`src/rtl/pwm_peripheral.sv`:
```
// pwm_peripheral: 16-line PWM output stage driven by the SPI register file.
// A 16-bit prescaler produces a tick every PRESCALE clk cycles. The tick
// advances an 8-bit period counter, which is compared against the shared
// duty value. Each output line is off, constant high or PWM, depending on
// its enable bits.
// Optional build macro: PWM_DUTY_SHADOW_EN. When it is defined, the duty
// value is latched only at the period boundary, so no runt pulses occur.
// When it is undefined, the duty input is used directly.
module pwm_peripheral #(
    parameter int unsigned PRESCALE = 13
) (
    input  logic        clk,
    input  logic        rst_n,
    input  logic [7:0]  en_reg_out_7_0,
    input  logic [7:0]  en_reg_out_15_8,
    input  logic [7:0]  en_reg_pwm_7_0,
    input  logic [7:0]  en_reg_pwm_15_8,
    input  logic [7:0]  pwm_duty_cycle,
    output logic [15:0] pwm_out,
    output logic        period_start
);

    localparam logic [15:0] PRE_LAST = 16'(PRESCALE - 1);

    logic [15:0] pre_q;
    logic [15:0] pre_d;
    logic [7:0]  cnt_q;
    logic [7:0]  cnt_d;
    logic        tick;
    logic        wrap;
    logic [7:0]  duty_eff;
    logic        pwm_sig;
    logic [15:0] en_out;
    logic [15:0] en_pwm;
    logic [15:0] pwm_d;
    logic [15:0] pwm_out_q;
    logic        period_start_q;

    assign en_out = {en_reg_out_15_8, en_reg_out_7_0};
    assign en_pwm = {en_reg_pwm_15_8, en_reg_pwm_7_0};

    // Prescaler / period counter next-state, plus the wrap (period boundary) strobe
    always_comb begin
        tick  = (pre_q == PRE_LAST);
        wrap  = tick && (cnt_q == 8'hFF);
        pre_d = tick ? 16'h0000 : pre_q + 16'h0001;
        cnt_d = tick ? cnt_q + 8'h01 : cnt_q;
    end

    // Counter state registers
    always_ff @(posedge clk or negedge rst_n) begin
        if (!rst_n) begin
            pre_q <= 16'h0000;
            cnt_q <= 8'h00;
        end else begin
            pre_q <= pre_d;
            cnt_q <= cnt_d;
        end
    end

`ifdef PWM_DUTY_SHADOW_EN
    logic [7:0] duty_q;

    // Shadow duty: a new value is taken only at the period boundary, so a
    // period always completes with the duty value it started with
    always_ff @(posedge clk or negedge rst_n) begin
        if (!rst_n) begin
            duty_q <= 8'h00;
        end else if (wrap) begin
            duty_q <= pwm_duty_cycle;
        end
    end

    assign duty_eff = duty_q;
`else
    assign duty_eff = pwm_duty_cycle;
`endif

    // Full scale is forced high so that 0xFF has no low step at cnt == 255
    always_comb begin
        pwm_sig = (duty_eff == 8'hFF) ? 1'b1 : (cnt_q < duty_eff);
    end

    // Per-line mode select: off, constant high, or PWM
    generate
        for (genvar gi = 0; gi < 16; gi++) begin : g_line
            assign pwm_d[gi] = en_out[gi] & (~en_pwm[gi] | pwm_sig);
        end
    endgenerate

    // Output registers; period_start follows the tick that wrapped cnt
    always_ff @(posedge clk or negedge rst_n) begin
        if (!rst_n) begin
            pwm_out_q      <= 16'h0000;
            period_start_q <= 1'b0;
        end else begin
            pwm_out_q      <= pwm_d;
            period_start_q <= wrap;
        end
    end

    assign pwm_out      = pwm_out_q;
    assign period_start = period_start_q;

endmodule

```
`config.mk`:
```
export PLATFORM = sky130hd
export DESIGN_NAME = pwm_peripheral
export DESIGN_NICKNAME = d
export VERILOG_FILES = /design/src/rtl/pwm_peripheral.sv
export SDC_FILE = /design/constraint.sdc
export NUM_CORES = 1
export LEC_CHECK = 0
export BUFFER_PORTS_ARGS = -buffer_cell sky130_fd_sc_hd__buf_4
export CAP_MARGIN = 10
export CORE_MARGIN = 2
export CORE_UTILIZATION = 46
export DETAILED_ROUTE_END_ITERATION = 6
export PLACE_DENSITY = 0.72
export SYNTH_ARGS = -nofsm -noshare
export SYNTH_HDL_FRONTEND = slang
export SYNTH_SLANG_ARGS = --single-unit
```
`constraint.sdc`:
```
create_clock -name clk -period 1.8 [get_ports clk]
set_input_delay 0.18 -clock clk [delete_from_list [all_inputs] [get_ports clk]]
set_output_delay 0.18 -clock clk [all_outputs]
set_load 0.1 [all_outputs]
```
---- Word level (Yosys, flattened, before mapping) ----
Cells that the tools add are included.
word-level totals
  output and inout bits ................... 17
  register bits after elaboration ......... 41
  input bits .............................. 42
  word-level logic and storage cells ...... 61
cells by class
  mux-type cells .......................... 2
  bitwise logic cells ..................... 48
  $add $sub $neg .......................... 2
  reduce and logical (&&, ||, !) cells .... 1
  eq/ne operators ......................... 3
  magnitude comparators ................... 1
operator list
  cell                   count
  $add 16x1->16 const B  1
  $and 1x1->1            16
  $eq 16x4->1 const B    1
  $eq 8x8->1 const B     2
  $mux 16                1
  $not 1->1              16
  $or 1x1->1             16
  $add 8x1->8 const B    1
  $lt 8x8->1             1
  $logic_and 1x1->1      1
  $mux 1                 1

---- Depth between registers and ports, before layout ----
Gate-level depths: netlist (run 1).
  depth in word-level cells ............... 4
  gate-level depth with buffers ........... 8

---- Least setup slack after synthesis (run 1) ----
Ideal clock, no wire load.
  path type ............................... reg2reg
  from .................................... reg cnt_q[4]
  to ...................................... reg pwm_out_q[0] (netlist: pwm_out[0])
  arrival ................................. 1.600 ns
  required time ........................... 1.678 ns
  stages on the path, launching flop included .. 7
  slack ................................... 0.078 ns
  clock period less this slack ............ 1.722 ns
  library setup time ...................... 0.122 ns
  buffers on the path ..................... 1
  path through ............................ dfrtp_1 > ha_1 > and4_1 > o21ai_1 > o32ai_4 > buf_6 > a21boi_2
on the way
  word-level cells in the longest chain between the ends .. 4
RTL lines
  what                      RTL line  text
  start: declaration        27        logic [7:0] cnt_q;
  start signal: assignment  57        cnt_q <= cnt_d;
  $lt 8x8->1                81        pwm_sig = (duty_eff == 8'hFF) ? 1'b1 : (cnt_q < duty_eff);
  $mux 1                    81
  $or 1x1->1                87        assign pwm_d[gi] = en_out[gi] & (~en_pwm[gi] | pwm_sig);
  $and 1x1->1               87
  named net pwm_d[0]        35        logic [15:0] pwm_d;
  end signal: assignment    97        pwm_out_q <= pwm_d;
  end: declaration          36        logic [15:0] pwm_out_q;
The timed path passes the listed nets, and every way through them passes these cells.
A chain may end at the register's enable or synchronous reset.

---- Final worst setup path (run 1) ----
  from .................................... reg cnt_q[7]
  to ...................................... reg pwm_out_q[5] (netlist: pwm_out[5])
Same word-level chain as after synthesis.

==> out/metrics.yaml, run 1 <==
worst_setup_path:
  crit_fanout: 8
  start_kind: "register"
  path_cells: "ha_4, and4_1, o21ai_2, o32ai_4, clkbuf_16, a21boi_2"
  crit_arrival_ns: 1.93
  cpPeakStageDelay_ns: 0.43
  r2r_cells: 6
  critical_path_class: "register to register"
  r2r_start: "cnt_q[7]$_DFFE_PN0N_"
  required_ns: 1.98
  crit_path_end_kind: "register"
  slowest_stage: "dfrtp_1"
  r2r_end: "pwm_out[5]$_DFF_PN0_"
  reg2reg_slack_ns: 0.05
final_layout:
  fill_cells: 308
  syn2layout_area_growth_pct: 38.8
  nets: 286
  instances_no_fill: 285
  fin_util: 0.680
  stdcell_area_sq_um: 2780
  diodes: 0
  drive_gt1_frac: 0.464
floorplanning:
  num_rows: 23
  start_util: 0.490
  core_sq_um: 4090
  fp.dieH_um: 70.0
  dieArea_sq_um: 4900
  die_x_um: 70.0
  io_pins: 59
pwr:
  power.total_mw: 2.00
  cellPowerDensity_nw_per_um2: 720
  p_leak_nw: 1.36
  ir_worst_vdd_mv: 0.531
routing:
  top_layer_used: "met4"
  dr_wl_met3_um: 304
  met2_length_um: 2040
  post_drt_wl_per_cell_um: 14.3
  drc: 0
  avgViaCountPerCell: 5.11
  drtAntennaViolNets: 0
  vias: 1455
  finalWirelength_um: 4070
  dr.pass1.iters: 3
  initialDrtViolationCount: 47
  drt-met1-wl_um: 1690
timing:
  final_hold_viol_count: 0
  fin_hold_ws_ns: 0.0377
  relSlewSlack: 0.662
  period_needed_ns: 1.75
  slew_viol_final: 0
  finalWorstSetupSlack_ns: 0.0526
  worstMarginPinSlew_ns: 0.507
  rsz0062_at_grt: "no"
  fin_setup_tns_ns: 0
  clock_skew_ns: 0.00809
  min_period_over_period: 0.971
  finalSetupViolations: 0
  fmax_ghz: 0.572
placed_design:
  hpwlAfterDp_um: 3010
  dp_slack_ns: 0.0338
  gp_congestion: 0.774
  dp.cells: 270
  placed_area_sq_um: 2540
  numPortBuffers: 58
job:
  max_cap_viol_count: 0
synth:
  synth_seq_cells: 41
  netlist_area_sq_um: 2000
  ys_types: 36
  yosysWarningCount: 0
  syn_avg_cell_area_sq_um: 12.7
  seq_area_frac_synth: 0.513
  synthCells: 158
  syn_nets: 210
global_route:
  antenna_found_initial: 0
  grt_pass1_vias: 1560
  grt_overflow_total: 0
  grt_pass1_wl_um: 6780
  grt_max_degree: 42
  grtUsageTotal: 0.175
clocking:
  cts_buffers: 5
  cts_max_path_buffers: 2
  clkLatencyLatePin_ns: 0.29
  cts_tree: "yes"
  cts_sinks: 41
  ctsHtreeMaxLevel: 2
  clockRootBuffer: "clkbuf_8"
  clk_pin_slew_ns: 0.08
status:
  outcome: "finished, final reports clean"
hold_path:
  whs_path_depth: 2
  hold_end: "pwm_out[6]$_DFF_PN0_"
  hp-class: "input port to register"
  hp-start: "en_reg_pwm_7_0[6]"
-- power by group --
group / leakage, nW / total [mW] / internal [mW] / switching [mW]
Clock: 0.0543 / 0.744 / 0.415 / 0.329
Sequential: 0.514 / 0.945 / 0.939 / 0.00588
Combinational: 0.794 / 0.312 / 0.108 / 0.204
-- layout by cell type (no fill, tap or decap), drive strengths merged, types with 2 or more instances in the layout --
cell,count
nand4,7
nor4,2
a21boi,16
and4,4
nand2,7
xor2,7
and3,4
clkbuf,6
nand3,9
inv,10
xnor2,14
nor3,2
ha,10
nor2,10
buf,70
dfrtp,41
-- routing by layer --
metal	global-route usage	vias up
li1	-	701
met1	0.203	695
met2	0.287	53
met3	0.0693	6
met4	0.0726	0
met5	0	-
-- layout make-up --
| cell class | count | area [sq um] | share of cell area |
|---|---|---|---|
| clock buffer | 5 | 68.8 | 0.0248 |
| clock inverter | 3 | 46.3 | 0.0167 |
| inverter | 10 | 37.5 | 0.0135 |
| multi-input combinational | 104 | 951 | 0.342 |
| sequential | 41 | 1030 | 0.370 |
| tap | 50 | 62.6 | 0.0225 |
| timing repair buffer | 72 | 586 | 0.211 |
-- cells in the mapped netlist --
| cell | instances | area [sq um] |
|---|---|---|
| xnor2_2 | 3 | 48.8 |
| o21a_1 | 1 | 7.51 |
| xor2_1 | 7 | 61.3 |
| nand4_1 | 6 | 37.5 |
| nor4_2 | 1 | 12.5 |
| mux2_2 | 1 | 11.3 |
| nand3_2 | 1 | 10.0 |
| a41o_1 | 1 | 10.0 |
| nand2_1 | 5 | 18.8 |
| a21o_1 | 1 | 7.51 |
| nand4_2 | 1 | 12.5 |
| nand3_1 | 7 | 35.0 |
| o21ai_1 | 1 | 5.00 |
| nor3_1 | 2 | 10.0 |
| a21boi_2 | 10 | 113 |
| nor4b_1 | 1 | 8.76 |
| xnor2_1 | 11 | 96.3 |
| buf_4 | 1 | 7.51 |
| ha_1 | 10 | 125 |
| nor2b_1 | 1 | 6.26 |
| nor4bb_1 | 1 | 10.0 |
| a2111oi_4 | 1 | 27.5 |
| buf_6 | 1 | 11.3 |
| and4_1 | 4 | 35.0 |
| nand3_4 | 1 | 17.5 |
| nand2_2 | 2 | 12.5 |
| nand2b_4 | 1 | 13.8 |
| a21oi_1 | 1 | 5.00 |
| dfrtp_1 | 41 | 1030 |
| o32ai_4 | 1 | 27.5 |
| inv_1 | 10 | 37.5 |
| buf_12 | 1 | 20.0 |
| nor4_1 | 1 | 6.26 |
| nor2_1 | 10 | 37.5 |
| a21boi_1 | 6 | 45.0 |
| and3_1 | 4 | 25.0 |
-- sequential cells by signal (all words and copies together), names as in the netlist --
name          count
period_start      1
cnt_q             8
pre_q            16
pwm_out          16
-- cells by family after synthesis --
family / synth area share
simple gates: 0.154
fa+ha+maj: 0.0625
flops: 0.512
buf+inv: 0.0381
mux: 0.00562
compound gates: 0.124
xor+xnor: 0.103
-- repair_timing --
item,CTS,global route
hold buffers,1,0
setup endpoints to repair,0,11
resized for setup,0,7
hold endpoints to repair,41,0
buffers inserted,0,5
-- worst max-delay path: cells and delay by family (launching register included) --
family	cells	cell delay, ns
simple gates	1	0.19
buf+inv	1	0.23
flops	1	0.43
fa+ha+maj	1	0.30
compound gates	3	0.49
-- worst max-delay path by stage --
stage / start / end / slack (ns) / depth (start not counted)
CTS: cnt_q[4]$_DFFE_PN0N_ / pwm_out[15]$_DFF_PN0_ / 0.02 / 6
global route: cnt_q[7]$_DFFE_PN0N_ / pwm_out[5]$_DFF_PN0_ / 0.009 / 6
detailed placement: cnt_q[4]$_DFFE_PN0N_ / pwm_out[15]$_DFF_PN0_ / 0.03 / 6
finish: cnt_q[7]$_DFFE_PN0N_ / pwm_out[5]$_DFF_PN0_ / 0.05 / 6
floorplan: cnt_q[4]$_DFFE_PN0N_ / pwm_out[0]$_DFF_PN0_ / 0.08 / 6
global placement: cnt_q[4]$_DFFE_PN0N_ / pwm_out[13]$_DFF_PN0_ / 0.1 / 6
(Power assumes the default switching activity.)
==> inputs of run 2 (changes only) <==
Settings changed: CELL_PAD_IN_SITES_DETAIL_PLACEMENT from default to 0, CELL_PAD_IN_SITES_GLOBAL_PLACEMENT from default to 2, CORE_UTILIZATION 46 to 30, PLACE_DENSITY 0.72 to 0.73, SLEW_MARGIN from default to 20.
==> run 2 against run 1 <==
Against the previous run: setup slack better by 0.057 ns; hold slack gained 0.0077 ns; wire length decreased by 7.1%; combinational power decreased by 2%; sequential power hardly changed; via count down 2.8%; non-clock buffer count is the same.
==> out/metrics.yaml, run 2 (synthesis gave the netlist of run 1 again) <==
final_layout:
  layout_common_cells: "69 x buf_4, 41 x dfrtp_1, 11 x xnor2_1"
  diodes: 0  # unchanged
  fill_cells: 601  # +95%
  layout_commonest_cell: "buf_4"
  nets: 286  # unchanged
  syn2layout_area_growth_pct: 36.9
  drive_gt1_frac: 0.444  # -0.0194
  stdcell_area_sq_um: 2740  # -1.4%
placed_design:
  hpwlAfterDp_um: 2870  # -4.7%
  numPortBuffers: 58  # unchanged
  placed_area_sq_um: 2620  # +3.1%
  gp_congestion: 0.710  # -8.3%
global_route:
  busiest_layer: "met1"
  antenna_found_initial: 0  # unchanged
  grt_max_degree: 42  # unchanged
  met1_usage: 0.162  # -0.0414
  grt_use_met2: 0.159  # -0.128
  use_met3: 0.0626  # -0.00670
  grtUsageTotal: 0.117  # -0.0572
  grt_pass1_wl_um: 6740  # -0.60%
  grt_pass1_vias: 1506  # -3.5%
  grt_overflow_total: 0  # unchanged
worst_setup_path:
  crit_arrival_ns: 1.87  # -0.06 ns
  r2r_cells: 6  # unchanged
  start_kind: "register"
  crit_fanout: 16  # +8
  required_ns: 1.97  # about the same
  reg2reg_slack_ns: 0.11  # +0.06 ns
  crit_path_end_kind: "register"
  critical_path_class: "register to register"
floorplanning:
  core_sq_um: 6390  # +56%
  dieArea_sq_um: 7340  # +50%
  start_util: 0.313  # -0.176
  die_x_um: 85.7  # +22%
  num_rows: 29  # +26%
  fp.dieH_um: 85.7  # +22%
  io_pins: 59  # unchanged
routing:
  post_drt_wl_per_cell_um: 12.1  # -15%
  finalWirelength_um: 3780  # -7.1%
  drc: 0  # unchanged
  dr.pass1.iters: 4  # +1
  initialDrtViolationCount: 35  # -26%
  vias: 1414  # -2.8%
  drtAntennaViolNets: 0  # unchanged
  avgViaCountPerCell: 4.55  # -11%
timing:
  min_period_over_period: 0.939  # -0.0314
  period_needed_ns: 1.69  # -0.0566 ns
  slew_viol_final: 0  # unchanged
  final_hold_viol_count: 0  # unchanged
  worstMarginPinSlew_ns: 0.516  # +0.00854 ns
  finalSetupViolations: 0  # unchanged
  fin_setup_tns_ns: 0  # unchanged
  clock_skew_ns: 0.00570  # -0.00240 ns
  relSlewSlack: 0.656  # -0.00570
  rsz0062_at_grt: "no"
  fmax_ghz: 0.591  # +3.3%
clocking:
  clkLatencyLatePin_ns: 0.28  # about the same
  clk_pin_slew_ns: 0.08  # about the same
  cts_tree: "yes"
  postCtsSetupBuffers: 0  # unchanged
  cts_sinks: 41  # unchanged
  cts_max_path_buffers: 2  # unchanged
  ctsHtreeMaxLevel: 2  # unchanged
  clockRootBuffer: "clkbuf_8"
  cts_buffers: 5  # unchanged
pwr:
  p_comb_frac: 0.165  # +0.009
  cellPowerDensity_nw_per_um2: 680  # -5.6%
  p_sw_mw: 0.515  # -4.4%
  p_seq_frac: 0.507  # +0.035
  clkPwrFrac: 0.329  # -0.043
  p_leak_nw: 1.35  # -1.1%
  p_sw_frac: 0.277  # +0.00732
  ir_worst_vdd_mv: 0.440  # -17%
  p_int_mw: 1.35  # -7.8%
hold_path:
  whs_path_depth: 2  # unchanged
  hp-class: "input port to register"
job:
  max_cap_viol_count: 0  # unchanged
status:
  outcome: "finished, final reports clean"
[run 2: worst paths after layout]
kind / start / end
worst max-delay path: cnt_q[7]$_DFFE_PN0N_ / pwm_out[14]$_DFF_PN0_
worst min-delay path: en_reg_pwm_7_0[0] / pwm_out[0]$_DFF_PN0_
worst max register to register: cnt_q[7]$_DFFE_PN0N_ / pwm_out[14]$_DFF_PN0_
worst min register to register: pre_q[15]$_DFF_PN0_ / pre_q[15]$_DFF_PN0_
max in group asynchronous: rst_n / cnt_q[0]$_DFFE_PN0N_
min in group asynchronous: rst_n / pre_q[3]$_DFF_PN0_
[run 2: power groups by stage]
stage / Sequential [mW] / Clock (mW) / Combinational (mW)
final: 0.944 / 0.612 / 0.306
after global routing: 0.946 / 0.692 / 0.326
after CTS: 0.945 / 0.642 / 0.309
after detailed placement: 0.962 / 0 / 0.308
after global placement: 0.962 / 0 / 0.308
after floorplan: 1.10 / 0 / 0.0359
[run 2: final cells by class]
| class | count | area [sq um] | share of cell area |
|---|---|---|---|
| inverter | 10 | 37.5 | 0.0137 |
| multi-input combinational | 104 | 922 | 0.337 |
| tap | 77 | 96.3 | 0.0352 |
| clock inverter | 1 | 7.51 | 0.00274 |
| timing repair buffer | 72 | 568 | 0.207 |
| sequential | 41 | 1030 | 0.374 |
| clock buffer | 6 | 82.6 | 0.0301 |
[run 2: layer usage]
layer  share of wire  vias up
met4          0.0064        0
met3            0.11        2
li1                -      704
met2            0.43       52
met1            0.46      656
met5               0        -
[run 2: what timing repair did]
item | 4_1_cts | 5_1_grt
endpoints found under the hold margin | 41 | 0
resized for setup | 0 | 3
setup endpoints to repair | 0 | 2
hold buffers | 1 | 0
[run 2: per-stage QoR]
step	utilization	power, mW	instances	worst slack (ns)	hold slack, ns
after detailed placement	0.410	1.27	303	0.0851	0.196
after floorplan	-	1.14	158	0.0783	-0.116
after global placement	0.410	1.27	303	0.0988	0.199
final	0.429	1.86	311	0.109	0.0455
after CTS	0.426	1.90	311	0.0739	0.0320
after global routing	0.429	1.96	311	0.00787	0.0213
[run 2: critical path: stages, from the launching register on]
cell and delay (ns):
dfrtp_1 0.39, ha_1 0.32, and4_1 0.20, o21ai_1 0.10, o32ai_4 0.31, buf_12 0.20
a21boi_1 0.07
==> inputs of run 3 (changes only) <==
Settings changed: SETUP_SLACK_MARGIN from default to 0.2, SLEW_MARGIN 20 to default.
==> run 3 against run 2 <==
Against the previous run: sequential share of layout area is 1.8 points lower; largest cell class unchanged; clock power is 28% higher; maximum frequency is 0.29% higher; hold slack worse by 0.012 ns; setup slack better by 0.0049 ns.
==> out/metrics.yaml, run 3 (synthesis gave the netlist of run 1 again) <==
routing:
  drtAntennaViolNets: 0  # unchanged
  avgViaCountPerCell: 4.46  # -1.9%
  finalWirelength_um: 4090  # +8.4%
  dr.pass1.iters: 4  # unchanged
  initialDrtViolationCount: 44  # +26%
  vias: 1405  # -0.64%
  post_drt_wl_per_cell_um: 13.0  # +7.0%
  drc: 0  # unchanged
hold_path:
  hp-class: "input port to register"
timing:
  fmax_ghz: 0.593  # +0.29%
  rsz0062_at_grt: "yes"
  relSlewSlack: 0.651  # -0.00510
  clock_skew_ns: 0.00812  # +0.00242 ns
  worstMarginPinSlew_ns: 0.523  # +0.00765 ns
  fin_hold_ws_ns: 0.0331  # -0.0123 ns
  finalSetupViolations: 0  # unchanged
  final_hold_viol_count: 0  # unchanged
  period_needed_ns: 1.69  # -0.00489 ns
  fin_setup_tns_ns: 0  # unchanged
  min_period_over_period: 0.937  # -0.00272
  slew_viol_final: 0  # unchanged
job:
  max_cap_viol_count: 0  # unchanged
status:
  outcome: "finished, final reports clean"
clocking:
  cts_tree: "yes"
  ctsHtreeMaxLevel: 2  # unchanged
  clkLatencyLatePin_ns: 0.30  # +0.02 ns
  clockRootBuffer: "clkbuf_8"
  cts_sinks: 41  # unchanged
  cts_buffers: 5  # unchanged
  clk_pin_slew_ns: 0.08  # about the same
  cts_max_path_buffers: 2  # unchanged
global_route:
  grt_overflow_total: 0  # unchanged
  antenna_found_initial: 0  # unchanged
  grtUsageTotal: 0.119  # +0.00121
  grt_pass1_vias: 1456  # -3.3%
  grt_pass1_wl_um: 6880  # +2.0%
  grt_max_degree: 42  # unchanged
final_layout:
  instances_no_fill: 315  # +1.3%
  seqCellArea_sq_um: 1030  # +0.24%
  multi_input_area_sq_um: 976  # +5.8%
  nets: 289  # +1.0%
  drive_gt1_frac: 0.487  # +0.0430
  layout_common_cells: "68 x buf_4, 39 x dfrtp_1"
  diodes: 0  # unchanged
  layout_commonest_cell: "buf_4"
  fin_util: 0.452  # +0.0229
  fill_cells: 605  # +0.67%
  syn2layout_area_growth_pct: 44.2
pwr:
  cellPowerDensity_nw_per_um2: 704  # +3.6%
  ir_worst_vdd_mv: 0.399  # -9.2%
  power.total_mw: 2.03  # +9.1%
  p_leak_nw: 1.40  # +3.9%
floorplanning:
  fp.dieH_um: 85.7  # unchanged
  io_pins: 59  # unchanged
  core_sq_um: 6390  # unchanged
  start_util: 0.313  # unchanged
  die_x_um: 85.7  # unchanged
  dieArea_sq_um: 7340  # unchanged
  num_rows: 29  # unchanged
worst_setup_path:
  crit_path_end_kind: "register"
  path_cells: "ha_4, and4_1, o21ai_2, o32ai_4, buf_12, a21boi_1"
  slowest_stage: "dfrtp_2"
  cpPeakStageDelay_ns: 0.46  # +0.07 ns
  critPathBufInv: 1  # unchanged
  crit_arrival_ns: 1.88  # about the same
  required_ns: 1.99  # +0.02 ns
  critical_path_class: "register to register"
  crit_family: "flip-flops"
  start_kind: "register"
  crit_fanout: 16  # unchanged
placed_design:
  dp.cells: 301  # -0.66%
  numPortBuffers: 58  # unchanged
  hpwlAfterDp_um: 2960  # +3.2%
  gp_congestion: 0.702  # -1.1%
run 3: changes by cell type in the layout (fill, tap and decap cells not counted), sizes merged:
cell	change
buf	+2
bufinv	+1
clkbuf	+1
run 3: report_power, final:
group          total, mW  switching [mW]  leakage [nW]  internal, mW
registers          0.943         0.00487         0.512         0.939
clock network      0.781           0.330        0.0574         0.451
logic              0.309           0.202         0.830         0.106
run 3: metal layers:
metal	GRT usage	routed length, um	vias up
li1	-	-	710
met3	0.0568	388	6
met4	0.0390	58	0
met2	0.169	1760	45
met1	0.158	1880	644
met5	0	0	-
run 3: through the flow:
stage | setup slack (ns) | instance area, sq um
floorplan | 0.120 | 2030
global placement | 0.0969 | 2630
detailed placement | 0.0956 | 2630
CTS | 0.115 | 2790
global route | 0.0390 | 2890
finish | 0.114 | 2890
run 3: final cells by class:
| type | instances | area share |
|---|---|---|
| Timing Repair Buffer | 75 | 0.218 |
| Clock inverter | 2 | 0.0130 |
| Sequential cell | 41 | 0.356 |
| Tap cell | 77 | 0.0334 |
| Clock buffer | 6 | 0.0286 |
| Inverter | 10 | 0.0130 |
| Multi-Input combinational cell | 104 | 0.338 |
run 3: what timing repair did:
item | 4_1_cts | 5_1_grt
setup buffers | 3 | 1
resized for setup | 2 | 10
hold buffers | 1 | 0
pin swaps | 0 | 8
endpoints found under the setup margin | 17 | 23
endpoints found under the hold margin | 41 | 0
cloned | 0 | 1
run 3: worst reg2reg max path, cell delays in order (launching register included):
cell and delay (ns):
dfrtp_2 0.46, ha_4 0.29, and4_1 0.20, o21ai_2 0.07, o32ai_4 0.29, buf_12 0.19
a21boi_1 0.08
run 3: worst paths after layout:
path / startpoint / to / slack [ns] / depth (start not counted)
max: cnt_q[7]$_DFFE_PN0N_ / pwm_out[13]$_DFF_PN0_ / 0.11 / 6
min: en_reg_pwm_15_8[1] / pwm_out[9]$_DFF_PN0_ / 0.03 / 2
max reg2reg: cnt_q[7]$_DFFE_PN0N_ / pwm_out[13]$_DFF_PN0_ / 0.11 / 6
min reg2reg: pre_q[15]$_DFF_PN0_ / pre_q[15]$_DFF_PN0_ / 0.47 / 1
max in group asynchronous: rst_n / cnt_q[4]$_DFFE_PN0N_ / 1.01 / 2
min in group asynchronous: rst_n / pre_q[0]$_DFF_PN0_ / 0.40 / 2
